--- src/rtl/alu_pkg.sv ---
// alu_pkg: opcode encodings and controller state encoding shared by the
// ALU sharing controller, its arbiter and anything that decodes alu_op.
//   OP_*     : 3-bit ALU opcodes (OP_ILL is reserved and never executed)
//   state_t  : controller FSM states
package alu_pkg;

    localparam logic [2:0] OP_AND = 3'b000;
    localparam logic [2:0] OP_OR  = 3'b001;
    localparam logic [2:0] OP_ADD = 3'b010;
    localparam logic [2:0] OP_ILL = 3'b011;
    localparam logic [2:0] OP_NOR = 3'b100;
    localparam logic [2:0] OP_XOR = 3'b101;
    localparam logic [2:0] OP_SUB = 3'b110;
    localparam logic [2:0] OP_MUL = 3'b111;

    typedef enum logic [1:0] {
        ST_IDLE = 2'd0,
        ST_EXEC = 2'd1,
        ST_MUL  = 2'd2,
        ST_RESP = 2'd3
    } state_t;

endpackage

--- src/rtl/alu_share_ctrl_rr_arbiter.sv ---
// rr_arbiter: round-robin grant over NUM_REQ requesters.
//   req        in  NUM_REQ  request vector
//   ptr        in  ID_W     highest-priority index this cycle
//   en         in  1        arbitration enable; no grant while low
//   grant      out NUM_REQ  one-hot grant (all zero when nothing granted)
//   grant_idx  out ID_W     encoded index of the granted requester
//   grant_vld  out 1        a grant is being issued
// Purely combinational; the caller owns and advances the pointer.
module rr_arbiter import alu_pkg::*; #(
    parameter int NUM_REQ = 2,
    parameter int ID_W    = (NUM_REQ > 1) ? $clog2(NUM_REQ) : 1
) (
    input  logic [NUM_REQ-1:0] req,
    input  logic [ID_W-1:0]    ptr,
    input  logic               en,
    output logic [NUM_REQ-1:0] grant,
    output logic [ID_W-1:0]    grant_idx,
    output logic               grant_vld
);

    int idx;

    // Scan from ptr upward with wrap; the first set request wins.
    always_comb begin
        grant     = '0;
        grant_idx = '0;
        grant_vld = 1'b0;
        idx       = 0;
        for (int k = 0; k < NUM_REQ; k++) begin
            idx = int'(ptr) + k;
            if (idx >= NUM_REQ) begin
                idx = idx - NUM_REQ;
            end
            if (en && !grant_vld && req[idx]) begin
                grant_vld  = 1'b1;
                grant[idx] = 1'b1;
                grant_idx  = ID_W'(idx);
            end
        end
    end

endmodule

--- src/rtl/alu_share_ctrl.sv ---
// alu_share_ctrl: shares one combinational 32-bit ALU between NUM_REQ
// requesters, one operation in flight at a time.
//   clock, reset            rising-edge clock, synchronous active-high reset
//   req_valid/req_ready     per-requester request handshake (ready one-hot)
//   req_a/req_b/req_op/req_unsig  packed per-requester operands
//   alu_a/alu_b/alu_op/alu_unsig  registered operands to the shared ALU
//   alu_out/alu_overflow    ALU result, passed through unmodified
//   resp_valid/resp_ready   single-entry response handshake
//   resp_id/resp_data/resp_overflow/resp_error  captured response
//   busy                    high in every state except IDLE
//   dbg_state               current FSM state
// Handshakes: a transfer happens on a rising edge where valid and ready are
// both high. Requesters may drop valid before ready; the response side holds
// resp_valid and all resp_* stable until resp_ready is seen.
// Multiply holds the ALU operands for MUL_CYCLES cycles so the multiplier
// path can be constrained as a multicycle path.
module alu_share_ctrl import alu_pkg::*; #(
    parameter int NUM_REQ    = 2,
    parameter int MUL_CYCLES = 4,
    parameter int ID_W       = (NUM_REQ > 1) ? $clog2(NUM_REQ) : 1
) (
    input  logic                  clock,
    input  logic                  reset,
    input  logic [NUM_REQ-1:0]    req_valid,
    output logic [NUM_REQ-1:0]    req_ready,
    input  logic [NUM_REQ*32-1:0] req_a,
    input  logic [NUM_REQ*32-1:0] req_b,
    input  logic [NUM_REQ*3-1:0]  req_op,
    input  logic [NUM_REQ-1:0]    req_unsig,
    output logic [31:0]           alu_a,
    output logic [31:0]           alu_b,
    output logic [2:0]            alu_op,
    output logic                  alu_unsig,
    input  logic [31:0]           alu_out,
    input  logic                  alu_overflow,
    output logic                  resp_valid,
    input  logic                  resp_ready,
    output logic [ID_W-1:0]       resp_id,
    output logic [31:0]           resp_data,
    output logic                  resp_overflow,
    output logic                  resp_error,
    output logic                  busy,
    output logic [1:0]            dbg_state
);

    // Counter only needs to hold MUL_CYCLES-1.
    localparam int CNT_W = (MUL_CYCLES > 1) ? $clog2(MUL_CYCLES) : 1;

    state_t             state, state_nxt;
    logic [CNT_W-1:0]   mul_cnt, mul_cnt_nxt;
    logic [ID_W-1:0]    ptr;
    logic [ID_W-1:0]    op_id;
    logic [NUM_REQ-1:0] grant;
    logic [ID_W-1:0]    grant_idx;
    logic               grant_vld;
    logic [2:0]         sel_op;
    logic               capture;

    rr_arbiter #(
        .NUM_REQ (NUM_REQ),
        .ID_W    (ID_W)
    ) u_arb (
        .req       (req_valid),
        .ptr       (ptr),
        .en        (state == ST_IDLE),
        .grant     (grant),
        .grant_idx (grant_idx),
        .grant_vld (grant_vld)
    );

    assign req_ready  = grant;
    assign sel_op     = req_op[3*grant_idx +: 3];
    assign resp_valid = (state == ST_RESP);
    assign busy       = (state != ST_IDLE);
    assign dbg_state  = state;

    always_comb begin
        state_nxt   = state;
        mul_cnt_nxt = mul_cnt;
        capture     = 1'b0;
        case (state)
            ST_IDLE: begin
                if (grant_vld) begin
                    if (sel_op == OP_MUL) begin
                        state_nxt   = ST_MUL;
                        mul_cnt_nxt = CNT_W'(MUL_CYCLES - 1);
                    end else begin
                        state_nxt = ST_EXEC;
                    end
                end
            end
            ST_EXEC: begin
                capture   = 1'b1;
                state_nxt = ST_RESP;
            end
            ST_MUL: begin
                // Capture in the last of the MUL_CYCLES held cycles.
                if (mul_cnt == '0) begin
                    capture   = 1'b1;
                    state_nxt = ST_RESP;
                end else begin
                    mul_cnt_nxt = mul_cnt - 1'b1;
                end
            end
            ST_RESP: begin
                if (resp_ready) begin
                    state_nxt = ST_IDLE;
                end
            end
            default: state_nxt = ST_IDLE;
        endcase
    end

    always_ff @(posedge clock) begin
        if (reset) begin
            state         <= ST_IDLE;
            mul_cnt       <= '0;
            ptr           <= '0;
            op_id         <= '0;
            alu_a         <= '0;
            alu_b         <= '0;
            alu_op        <= '0;
            alu_unsig     <= 1'b0;
            resp_id       <= '0;
            resp_data     <= '0;
            resp_overflow <= 1'b0;
            resp_error    <= 1'b0;
        end else begin
            state   <= state_nxt;
            mul_cnt <= mul_cnt_nxt;
            if (grant_vld) begin
                alu_a     <= req_a[32*grant_idx +: 32];
                alu_b     <= req_b[32*grant_idx +: 32];
                alu_op    <= sel_op;
                alu_unsig <= req_unsig[grant_idx];
                op_id     <= grant_idx;
                ptr       <= (grant_idx == ID_W'(NUM_REQ - 1)) ? '0 : grant_idx + 1'b1;
            end
            if (capture) begin
                resp_id <= op_id;
                // The reserved opcode is reported as an error; whatever the
                // ALU drives for it is discarded.
                if (alu_op == OP_ILL) begin
                    resp_data     <= '0;
                    resp_overflow <= 1'b0;
                    resp_error    <= 1'b1;
                end else begin
                    resp_data     <= alu_out;
                    resp_overflow <= alu_overflow;
                    resp_error    <= 1'b0;
                end
            end
        end
    end

endmodule

--- config.mk ---
export PLATFORM = sky130hd
export DESIGN_NAME = alu_share_ctrl
export DESIGN_NICKNAME = d
export VERILOG_FILES = /design/src/rtl/alu_pkg.sv /design/src/rtl/alu_share_ctrl_rr_arbiter.sv /design/src/rtl/alu_share_ctrl.sv
export SDC_FILE = /design/constraint.sdc
export NUM_CORES = 1
export LEC_CHECK = 0
export ABC_AREA = 0
export ABC_CLOCK_PERIOD_IN_PS = 3600
export CAP_MARGIN = 10
export CORE_AREA = 2 2 110 112
export CTS_CLUSTER_SIZE = 25
export DETAILED_ROUTE_END_ITERATION = 16
export DIE_AREA = 0 0 112 114
export PLACE_DENSITY = 0.83
export RECOVER_POWER = 25
export SYNTH_ARGS = -nofsm -noshare
export SYNTH_HDL_FRONTEND = slang
export SYNTH_SLANG_ARGS = --single-unit
--- constraint.sdc ---
create_clock -name clock -period 3.6 [get_ports clock]
set_input_delay 0.72 -clock clock [delete_from_list [all_inputs] [get_ports clock]]
set_output_delay 0.72 -clock clock [all_outputs]
set_load 0.02 [all_outputs]
# Word level (Yosys, flattened, before mapping)
# Index checks and enable logic that the tools add are counted.
[totals]
reg_bits = 109
wordCells = 86
[op_classes]
n_addsub = 5
mul = 1
magnitude_cmp = 7
eq_ne = 10
shift = 3
muxes = 35
bitwise_logic = 1
n_reduce_logical = 12
[ops]
columns = ["operator", "n"]
rows = [
  ["variable part select 64 x 7 -> 32 bit", 2],
  ["two-way mux 32 bit", 3],
  ["greater-or-equal comparator 32 x 1 -> 1 bit (second input constant)", 2],
  ["< comparator 32 x 3 -> 1 bit (second input constant)", 2],
  ["greater-or-equal comparator 32 x 3 -> 1 bit (second input constant)", 1],
  ["subtractor 32 x 3 -> 32 bit (second input constant)", 1],
  ["two-way mux 1 bit", 18],
  ["two-way mux 2 bit", 9],
  ["inequality test 2 bit (second input constant)", 4],
  ["case mux 2 bit (4 select lines)", 1],
  ["variable part select 6 x 4 -> 3 bit", 1],
  ["logical AND 1 bit", 5],
  ["equality test 2 bit (second input constant)", 2],
  ["logical NOT 2 bit", 2],
  ["case mux 2 bit (2 select lines)", 1],
  ["AND reduction 4 bit", 1],
  ["nonzero test 2 bit", 2],
  ["equality test 3 x 2 -> 1 bit (second input constant)", 1],
  ["equality test 3 bit (second input constant)", 1],
  ["multiplier 2 x 1 -> 3 bit (first input constant)", 1],
  ["AND reduction 3 bit", 1],
  ["subtractor 1 x 2 -> 3 bit (second input constant)", 1],
  ["adder 1 x 1 -> 2 bit (second input constant)", 1],
  ["demux 1 bit (select 1 bit)", 2],
  ["other kinds (9)", 9],
]

# Longest topological paths before layout
# Gate-level depths: netlist of the first run.
[logic_depth]
word_depth = 17
ltp_mapped = 8
depth_no_buf = 7

# By module
# A second synthesis of the first run with hierarchy kept.
[unflattened]
cells_unflattened = 443
area_unflattened_um2 = 4606.9
[modules_own_cells]
columns = ["module", "n_inst", "cells_per_inst", "area_per_inst_um2", "seq_area_each_um2"]
rows = [
  ["alu_share_ctrl", 1, 436, 4573.1, 2182.1],
  ["rr_arbiter", 1, 7, 33.8, 0.0],
]

# Least setup slack after synthesis of the first run
# No wires, ideal clock.
[synth_path]
path_kind = "reg2out"
start = "register state[0] (netlist: dbg_state[0])"
end = "output port req_ready[1]"
arrival_time_ns = 1.492
required_ns = 2.880
slack_ns = 1.388
path_stages_with_launch = 6
path_cell_list = "dfxtp_1 -> inv_1 -> ha_1 -> nand2_1 -> a21oi_4 -> clkbuf_1"
[synth_between]
elab_chain_len = 7
[synth_lines]
columns = ["item", "line", "source"]
rows = [
  ["start: declaration", "alu_share_ctrl.sv:49", "state_t state, state_nxt;"],
  ["start signal: assignment", "alu_share_ctrl.sv:129", "state <= state_nxt;"],
  ["logical NOT 2 bit *", "alu_share_ctrl.sv:65", ".en (state == ST_IDLE),"],
  ["logical AND 1 bit", "alu_share_ctrl_rr_arbiter.sv:34", "if (en && !grant_vld && req[idx]) begin"],
  ["two-way mux 1 bit", "alu_share_ctrl_rr_arbiter.sv:34", ""],
  ["logical NOT 1 bit", "alu_share_ctrl_rr_arbiter.sv:34", ""],
  ["logical AND 1 bit (2 in a row)", "alu_share_ctrl_rr_arbiter.sv:34", ""],
  ["two-way mux 2 bit *", "alu_share_ctrl_rr_arbiter.sv:34", ""],
  ["end: declaration", "alu_share_ctrl.sv:25", "output logic [NUM_REQ-1:0] req_ready,"],
]
# Every way passes the cells marked *; elsewhere a longest branch is shown, timed or not.

# Worst setup path in the final report of the first run
[layout_path]
start = "input port req_valid[1]"
end = "output port req_ready[1]"
[layout_between]
elab_chain_len = 9
[layout_lines]
columns = ["item", "line", "source"]
rows = [
  ["start: declaration", "alu_share_ctrl.sv:24", "input logic [NUM_REQ-1:0] req_valid,"],
  ["two-way mux 1 bit (implied by the code) (3 in a row)", "alu_share_ctrl_rr_arbiter.sv:34", ""],
  ["logical AND 1 bit", "alu_share_ctrl_rr_arbiter.sv:34", ""],
  ["two-way mux 1 bit", "alu_share_ctrl_rr_arbiter.sv:34", ""],
  ["logical NOT 1 bit", "alu_share_ctrl_rr_arbiter.sv:34", ""],
  ["logical AND 1 bit (2 in a row)", "alu_share_ctrl_rr_arbiter.sv:34", ""],
  ["two-way mux 2 bit *", "alu_share_ctrl_rr_arbiter.sv:34", ""],
]
# Every way passes the cells marked *; elsewhere a longest branch is shown, timed or not. The select of a mux whose other input is x is not followed.

==> key figures, run 1 <==
Outcome
  • Status: finished, final reports clean

Job
  • Max-cap violations: 0

Power
  • Maximum vdd drop: 0.791 mV
  • LEAKAGE: 2.84 nW
  • Psw: 2.09 mW
  • PD cells: 745 nW/um^2
  • Comb power frac: 48.5%
  • Switching part of the total: 38.5%
  • P_int: 3.33 mW
  • Clock power frac: 19.2%
  • Reg power frac: 32.3%

Worst setup path
  • Most frequent CP cell: clkdlybuf4s50_1
  • CP max stage cell: clkdlybuf4s50_1
  • R2r worst-path depth: 7
  • Critical path class: input port to output pin
  • Worst-path fanout max: 4
  • Critical path cell sequence: clkdlybuf4s50_1, nand2_1, a21oi_4, clkdlybuf4s50_1
  • CP Launch Type: input port
  • Worst path buffer plus inverter count: 2
  • CP arrival: 2.30 ns
  • Critical Path Stages: 4
  • Critical Path RT: 2.88 ns
  • Slowest cell delay on critical path: 0.63 ns
  • Crit path max-delay family: buffers and inverters
  • CP endpoint kind: output pin

STA
  • Slew @ Worst Pin: 1.12 ns
  • Count of final hold-check violations: 0
  • RSZ-0062 raised after global routing: no
  • Worst Clk Skew: 0.00572 ns
  • Achievable Freq: 0.331 GHz
  • Final setup viols: 0
  • Slew margin rel.: 25.4%
  • Setup TNS: 0 ns
  • Final critical-path share of the clock period: 84.0%
  • Slew Viols, Final: 0
  • Tmin final: 3.02 ns

Floorplanning
  • Die Ht: 114 um
  • Die width: 112 um
  • Site Rows: 40
  • Core Area: 11,700 sq um
  • # IOs: 283
  • Die Area: 12,800 sq um
  • Starting Density: 34.5%

Finish
  • Layout Nets: 848
  • Commonest non-fill, non-tap cell in the layout: clkdlybuf4s50_1
  • Commonest non-fill, non-tap cells in the layout: clkdlybuf4s50_1, dfxtp_1, nor2_1
  • Ratio of cells with drive above 1 in the final layout: 3.86%
  • Area Growth Syn to Fin: 79.9%
  • Non-Filler Instances: 820
  • Number of diodes: 0

Synthesis
  • Cells after Synth: 409
  • Sequential-to-total area share from yosys stat: 54.0%
  • Synth unique cells: 31
  • Syn avg cell area: 9.87 sq um
  • Post-synthesis register bit count: 109
  • Syn_nets: 589
  • Yosys warns: 0
  • Cell Area, Synth: 4040 sq um

Detailed routing
  • Wire per inst: 18.4 um
  • DRT Wirelength: 15,100 um
  • First-pass detailed-route iteration total: 9
  • Iteration-0 DRC Markers: 475
  • Via count: 4,575
  • DRT antenna net count: 0
  • Via density per instance: 5.58
  • # DRC: 0

Global route
  • Tot GR Track Use: 22.4%
  • First-pass GRT wire length: 22,800 um
  • Most crowded layer after global routing: met2
  • Largest net degree at the start of global routing: 110
  • Vias in the first global route: 4,500
  • Met1 usage: 24.8%
  • GR Layer Usage met3: 7.86%
  • Met2 usage in global routing: 39.5%
  • Global route overflow: 0
  • Initial antenna violation count: 0

Placed design
  • Gpl congestion: 0.842
  • Placed insts: 804
  • DPL Wire Length: 10,700 um
  • Port buffer count: 282

Worst hold path
  • Hold Path Class: flop to flop
  • WHS Path Cells: 2

Clock tree
  • Clk buf depth: 2
  • Postcts setup bufs: 0
  • CTS Buf Count: 9
  • H-tree Lvls: 3
  • Worst skew pair latency: 0.35 ns
  • CTS tree: done
  • # hold bufs at CTS: 0
  • Clock sinks: 109
  • Clk pin slew, worst setup/hold paths: 0.06 ns
  • Post-CTS sizing: 0
  • Clk root buf: clkbuf_16
[per-stage QoR]
step / total power [mW] / setup WS (ns) / hold slack, ns / util, % / cell area, sq um
floorplan: 3.25 / 1.39 / 0.461 / - / 4040
global placement: 4.34 / 0.615 / 0.478 / 59.4 / 6960
finish: 5.41 / 0.576 / 0.487 / 62.0 / 7270
CTS: 5.51 / 0.572 / 0.499 / 62.0 / 7270
global route: 5.71 / 0.526 / 0.525 / 62.0 / 7270
detailed placement: 4.45 / 0.570 / 0.483 / 59.4 / 6960
[power by group through the flow]
| stage | combinational [mW] | sequential, mW | clock [mW] |
|---|---|---|---|
| 6_report | 2.63 | 1.75 | 1.04 |
| 5_1_grt | 2.81 | 1.78 | 1.12 |
| 4_1_cts | 2.69 | 1.75 | 1.07 |
| 3_5_place_dp | 2.68 | 1.77 | 0 |
| 3_3_place_gp | 2.59 | 1.75 | 0 |
| 2_1_floorplan | 1.12 | 2.13 | 0 |
[Yosys cell counts]
library cell | number | area share [%]
dfxtp_1 | 109 | 54
nor2_1 | 107 | 9.9
a222oi_1 | 65 | 16
a22oi_1 | 33 | 6.1
clkbuf_1 | 29 | 2.7
buf_2 | 9 | 1.1
inv_1 | 9 | 0.84
ha_1 | 6 | 1.9
nand2_1 | 6 | 0.56
a211oi_1 | 4 | 0.74
a21oi_1 | 4 | 0.50
mux2i_1 | 4 | 0.99
nor3_1 | 3 | 0.37
nand3_1 | 2 | 0.25
nor2b_1 | 2 | 0.31
o21ai_1 | 2 | 0.25
a211o_1 | 1 | 0.22
a21oi_4 | 1 | 0.40
a221o_1 | 1 | 0.25
a221oi_1 | 1 | 0.22
a311oi_1 | 1 | 0.22
a31oi_1 | 1 | 0.15
a31oi_2 | 1 | 0.31
and2_1 | 1 | 0.15
buf_1 | 1 | 0.093
mux2_4 | 1 | 0.37
nor3b_1 | 1 | 0.19
o211ai_1 | 1 | 0.19
o21ai_0 | 1 | 0.12
o21ai_2 | 1 | 0.22
o31a_1 | 1 | 0.22
[cell type report]
type                       count  area [sq um]
timing repair buffer         287          2870
clock buffer                  11           233
sequential                   109          2180
multi-input combinational    252          1690
fill                         938          4450
clock inverter                 5          75.1
inverter                       9          33.8
tap                          147           184
[worst paths after layout]
| check | from | end | slack (ns) |
|---|---|---|---|
| setup reg to reg | dbg_state[0]$_SDFFE_PP0P_ | alu_op[2]$_SDFFE_PP0P_ | 1.22 |
| hold reg to reg | resp_id$_SDFFE_PP0P_ | resp_id$_SDFFE_PP0P_ | 0.49 |
| setup / recovery | req_valid[1] | req_ready[1] | 0.58 |
| hold / removal | resp_id$_SDFFE_PP0P_ | resp_id$_SDFFE_PP0P_ | 0.49 |
[cells by family after synthesis]
kind of cell	Yosys count	share of synthesized area (%)
mux	5	1.36
buf+inv	48	4.74
compound gates	119	26.2
fa+ha+maj	6	1.86
flops	109	54.0
simple gates	122	11.8
[tightest hold or removal path: stages (launching register included)]
cell     delay [ns]
dfxtp_1        0.32
mux2i_1        0.07
nor2_1         0.07
[flip-flops by register name, summed over array words and instances, names as in the netlist]
| name | flops |
|---|---|
| resp_data | 32 |
| resp_error | 1 |
| dbg_state | 2 |
| ptr | 1 |
| alu_a | 32 |
| alu_unsig | 1 |
| resp_overflow | 1 |
| alu_b | 32 |
| resp_id | 1 |
| op_id | 1 |
| mul_cnt | 2 |
| alu_op | 3 |
[metal layers]
| metal | vias up | wire length (um) | part of all wire (%) |
|---|---|---|---|
| li1 | 2090 | - | - |
| met1 | 2194 | 5550 | 37 |
| met2 | 265 | 7610 | 50 |
| met3 | 26 | 1550 | 10 |
| met4 | 0 | 360 | 2.4 |
| met5 | - | 0 | 0 |
Note: power is estimated with default switching activity, not from simulation.
==> inputs of run 2 (changes only) <==
Settings changed: ABC_CLOCK_PERIOD_IN_PS 3600 to 2400, CORE_AREA 2 2 110 112 to unset, CORE_MARGIN set to 2, CORE_UTILIZATION set to 32, DIE_AREA 0 0 112 114 to unset, PLACE_DENSITY 0.83 to 0.8.
Clock period 3.6 ns to 2.4 ns, I/O delays scaled along.
==> key figures, run 2 (synthesis gave the netlist of run 1 again) <==
STA
  • Final critical-path share of the clock period: 92.6%
  • Count of final hold-check violations: 0 (unchanged)
  • Setup TNS: 0 ns (unchanged)
  • Slew Viols, Final: 0 (unchanged)
  • Worst Clk Skew: 0.00984 ns (+0.00413 ns)
  • Slew margin rel.: 52.8% (+27 points)
  • Tmin final: 2.22 ns
  • Final setup viols: 0 (unchanged)
  • Achievable Freq: 0.450 GHz
  • Slew @ Worst Pin: 0.709 ns (-0.410 ns)
  • RSZ-0062 raised after global routing: no
  • Post-route setup slack: 0.177 ns (-0.400 ns)

Worst setup path
  • Worst-path fanout max: 8 (+4)
  • CP max stage cell: dlygate4sd2_1
  • CP endpoint kind: output pin
  • Crit path max-delay family: buffers and inverters
  • Critical Path RT: 1.92 ns (-0.96 ns)
  • CP Launch Type: flop
  • CP arrival: 1.74 ns (-0.56 ns)
  • Slowest cell delay on critical path: 0.35 ns (-0.28 ns)
  • Worst path buffer plus inverter count: 2 (unchanged)
  • Critical Path Stages: 5 (+1)
  • Critical path class: flop to output pin
  • R2r worst-path depth: 8 (+1)
  • Critical path cell sequence: inv_1, ha_2, nand2_1, a21oi_4, dlygate4sd2_1

Job
  • Max-cap violations: 0 (unchanged)

Worst hold path
  • WHS Path Cells: 2 (unchanged)
  • Hold Path Class: flop to flop

Finish
  • Area Growth Syn to Fin: 80.9%
  • Layout Nets: 854 (+0.71%)
  • Biggest regs: alu_a (32), alu_b (32), resp_data (32)
  • Commonest non-fill, non-tap cells in the layout: clkdlybuf4s50_1, dfxtp_1, nor2_1
  • Cell area after layout: 7310 sq um (+0.59%)
  • Ratio of cells with drive above 1 in the final layout: 4.71% (+0.85 points)
  • Commonest non-fill, non-tap cell in the layout: clkdlybuf4s50_1
  • Number of diodes: 0 (unchanged)

Power
  • P_int: 4.81 mW (+45%)
  • Maximum vdd drop: 0.601 mV (-24%)
  • Clock power frac: 17.6% (-1.6 points)
  • Reg power frac: 33.0% (+0.7 points)
  • Psw: 3.10 mW (+49%)
  • Switching part of the total: 39.2% (+0.70 points)
  • PD cells: 1080 nW/um^2 (+45%)
  • LEAKAGE: 2.86 nW (+0.67%)
  • Comb power frac: 49.4% (+0.9 points)
  • Overall Power: 7.91 mW (+46%)

Clock tree
  • Clock sinks: 109 (unchanged)
  • Clk root buf: clkbuf_16
  • CTS tree: done
  • CTS Buf Count: 9 (unchanged)
  • Worst skew pair latency: 0.35 ns (about the same)
  • Clk pin slew, worst setup/hold paths: 0.07 ns (about the same)
  • Clk buf depth: 2 (unchanged)
  • H-tree Lvls: 3 (unchanged)
  • # hold bufs at CTS: 0 (unchanged)

Global route
  • Vias in the first global route: 4,327 (-3.8%)
  • Tot GR Track Use: 20.9% (-1.5 points)
  • Largest net degree at the start of global routing: 67 (-39%)
  • Initial antenna violation count: 0 (unchanged)
  • First-pass GRT wire length: 22,200 um (-2.7%)
  • Global route overflow: 0 (unchanged)

Detailed routing
  • # DRC: 0 (unchanged)
  • Via density per instance: 5.36 (-4.0%)
  • Wire per inst: 17.5 um (-5.1%)
  • Via count: 4,560 (-0.33%)
  • First-pass detailed-route iteration total: 10 (+1)
  • DRT antenna net count: 0 (unchanged)
  • DRT Wirelength: 14,900 um (-1.5%)
  • Iteration-0 DRC Markers: 529 (+11%)

Floorplanning
  • Starting Density: 32.4% (-2.1 points)
  • Die Ht: 116 um (+2.1%)
  • # IOs: 283 (unchanged)
  • Die Area: 13,500 sq um (+6.0%)
  • Core Area: 12,500 sq um (+6.4%)
  • Site Rows: 41 (+2.5%)
  • Die width: 116 um (+3.9%)

Placed design
  • Post-DP Area: 7030 sq um (+1.1%)
  • DPL Wire Length: 10,800 um (+1.5%)
  • Gpl congestion: 0.801 (-4.9%)
  • Port buffer count: 282 (unchanged)
  • Pre-CTS setup slack: 0.0723 ns (-0.498 ns)

Outcome
  • Status: finished, final reports clean
run 2: cell types whose count changed in the layout (fill, tap and decap cells not counted), sizes merged:
cell           before  now
clkbuf             11   13
bufinv              2    0
dlygate4sd3        54   53
clkinvlp            0    1
dlymetal6s2s        0    1
clkinv              3    2
clkdlybuf4s50     227  225
dlygate4sd2         0    2
buf                 6   12
run 2: worst paths after layout:
kind | startpoint | end | slack [ns]
worst min register to register | op_id$_SDFFE_PP0P_ | resp_id$_SDFFE_PP0P_ | 0.49
worst max register to register | dbg_state[0]$_SDFFE_PP0P_ | mul_cnt[0]$_SDFFE_PP0P_ | 0.26
worst min-delay path | op_id$_SDFFE_PP0P_ | resp_id$_SDFFE_PP0P_ | 0.49
worst max-delay path | dbg_state[0]$_SDFFE_PP0P_ | req_ready[1] | 0.18
run 2: area by class of cell:
class | instances | area [sq um]
clock buffers | 13 | 250
clock inverters | 3 | 21.3
fillers | 1069 | 5160
inverters | 9 | 33.8
multi-input cells | 252 | 1690
flip-flops and latches | 109 | 2180
well taps | 172 | 215
repair buffers | 293 | 2920
run 2: worst reg2reg max path, cell delays in order, from the launching register on:
cell	delay, ns
dfxtp_1	0.34
inv_1	0.14
ha_2	0.31
nand2_1	0.12
a21oi_4	0.14
buf_4	0.18
mux2_4	0.34
o211ai_1	0.22
nor3b_1	0.26
run 2: repair_timing:
action / CTS / global route
setup endpoints to repair: 3 / 1
buffers inserted: 0 / 0
resized for setup: 3 / 1
run 2: metal layers:
layer  track usage [%]  vias to the layer above  share of wire, %
met5                 0                        -                 0
met2              36.7                      267                51
met4              8.41                        0               2.4
met3              6.75                       28               9.8
met1              23.4                     2165                37
li1                  -                     2100                 -
run 2: power by group through the flow:
stage               logic, mW  registers (mW)  clock network, mW
detailed placement       3.99            2.65                  0
floorplan                1.67            3.20                  0
CTS                      4.01            2.62               1.42
global route             4.20            2.66               1.51
finish                   3.91            2.61               1.39
global placement         3.90            2.62                  0
run 2: stage by stage:
stage / instances / utilization (%) / hold WS, ns
finish: 851 / 58.6 / 0.494
CTS: 851 / 58.6 / 0.483
floorplan: 409 / - / 0.461
global route: 851 / 58.6 / 0.503
detailed placement: 835 / 56.4 / 0.480
global placement: 835 / 56.4 / 0.476
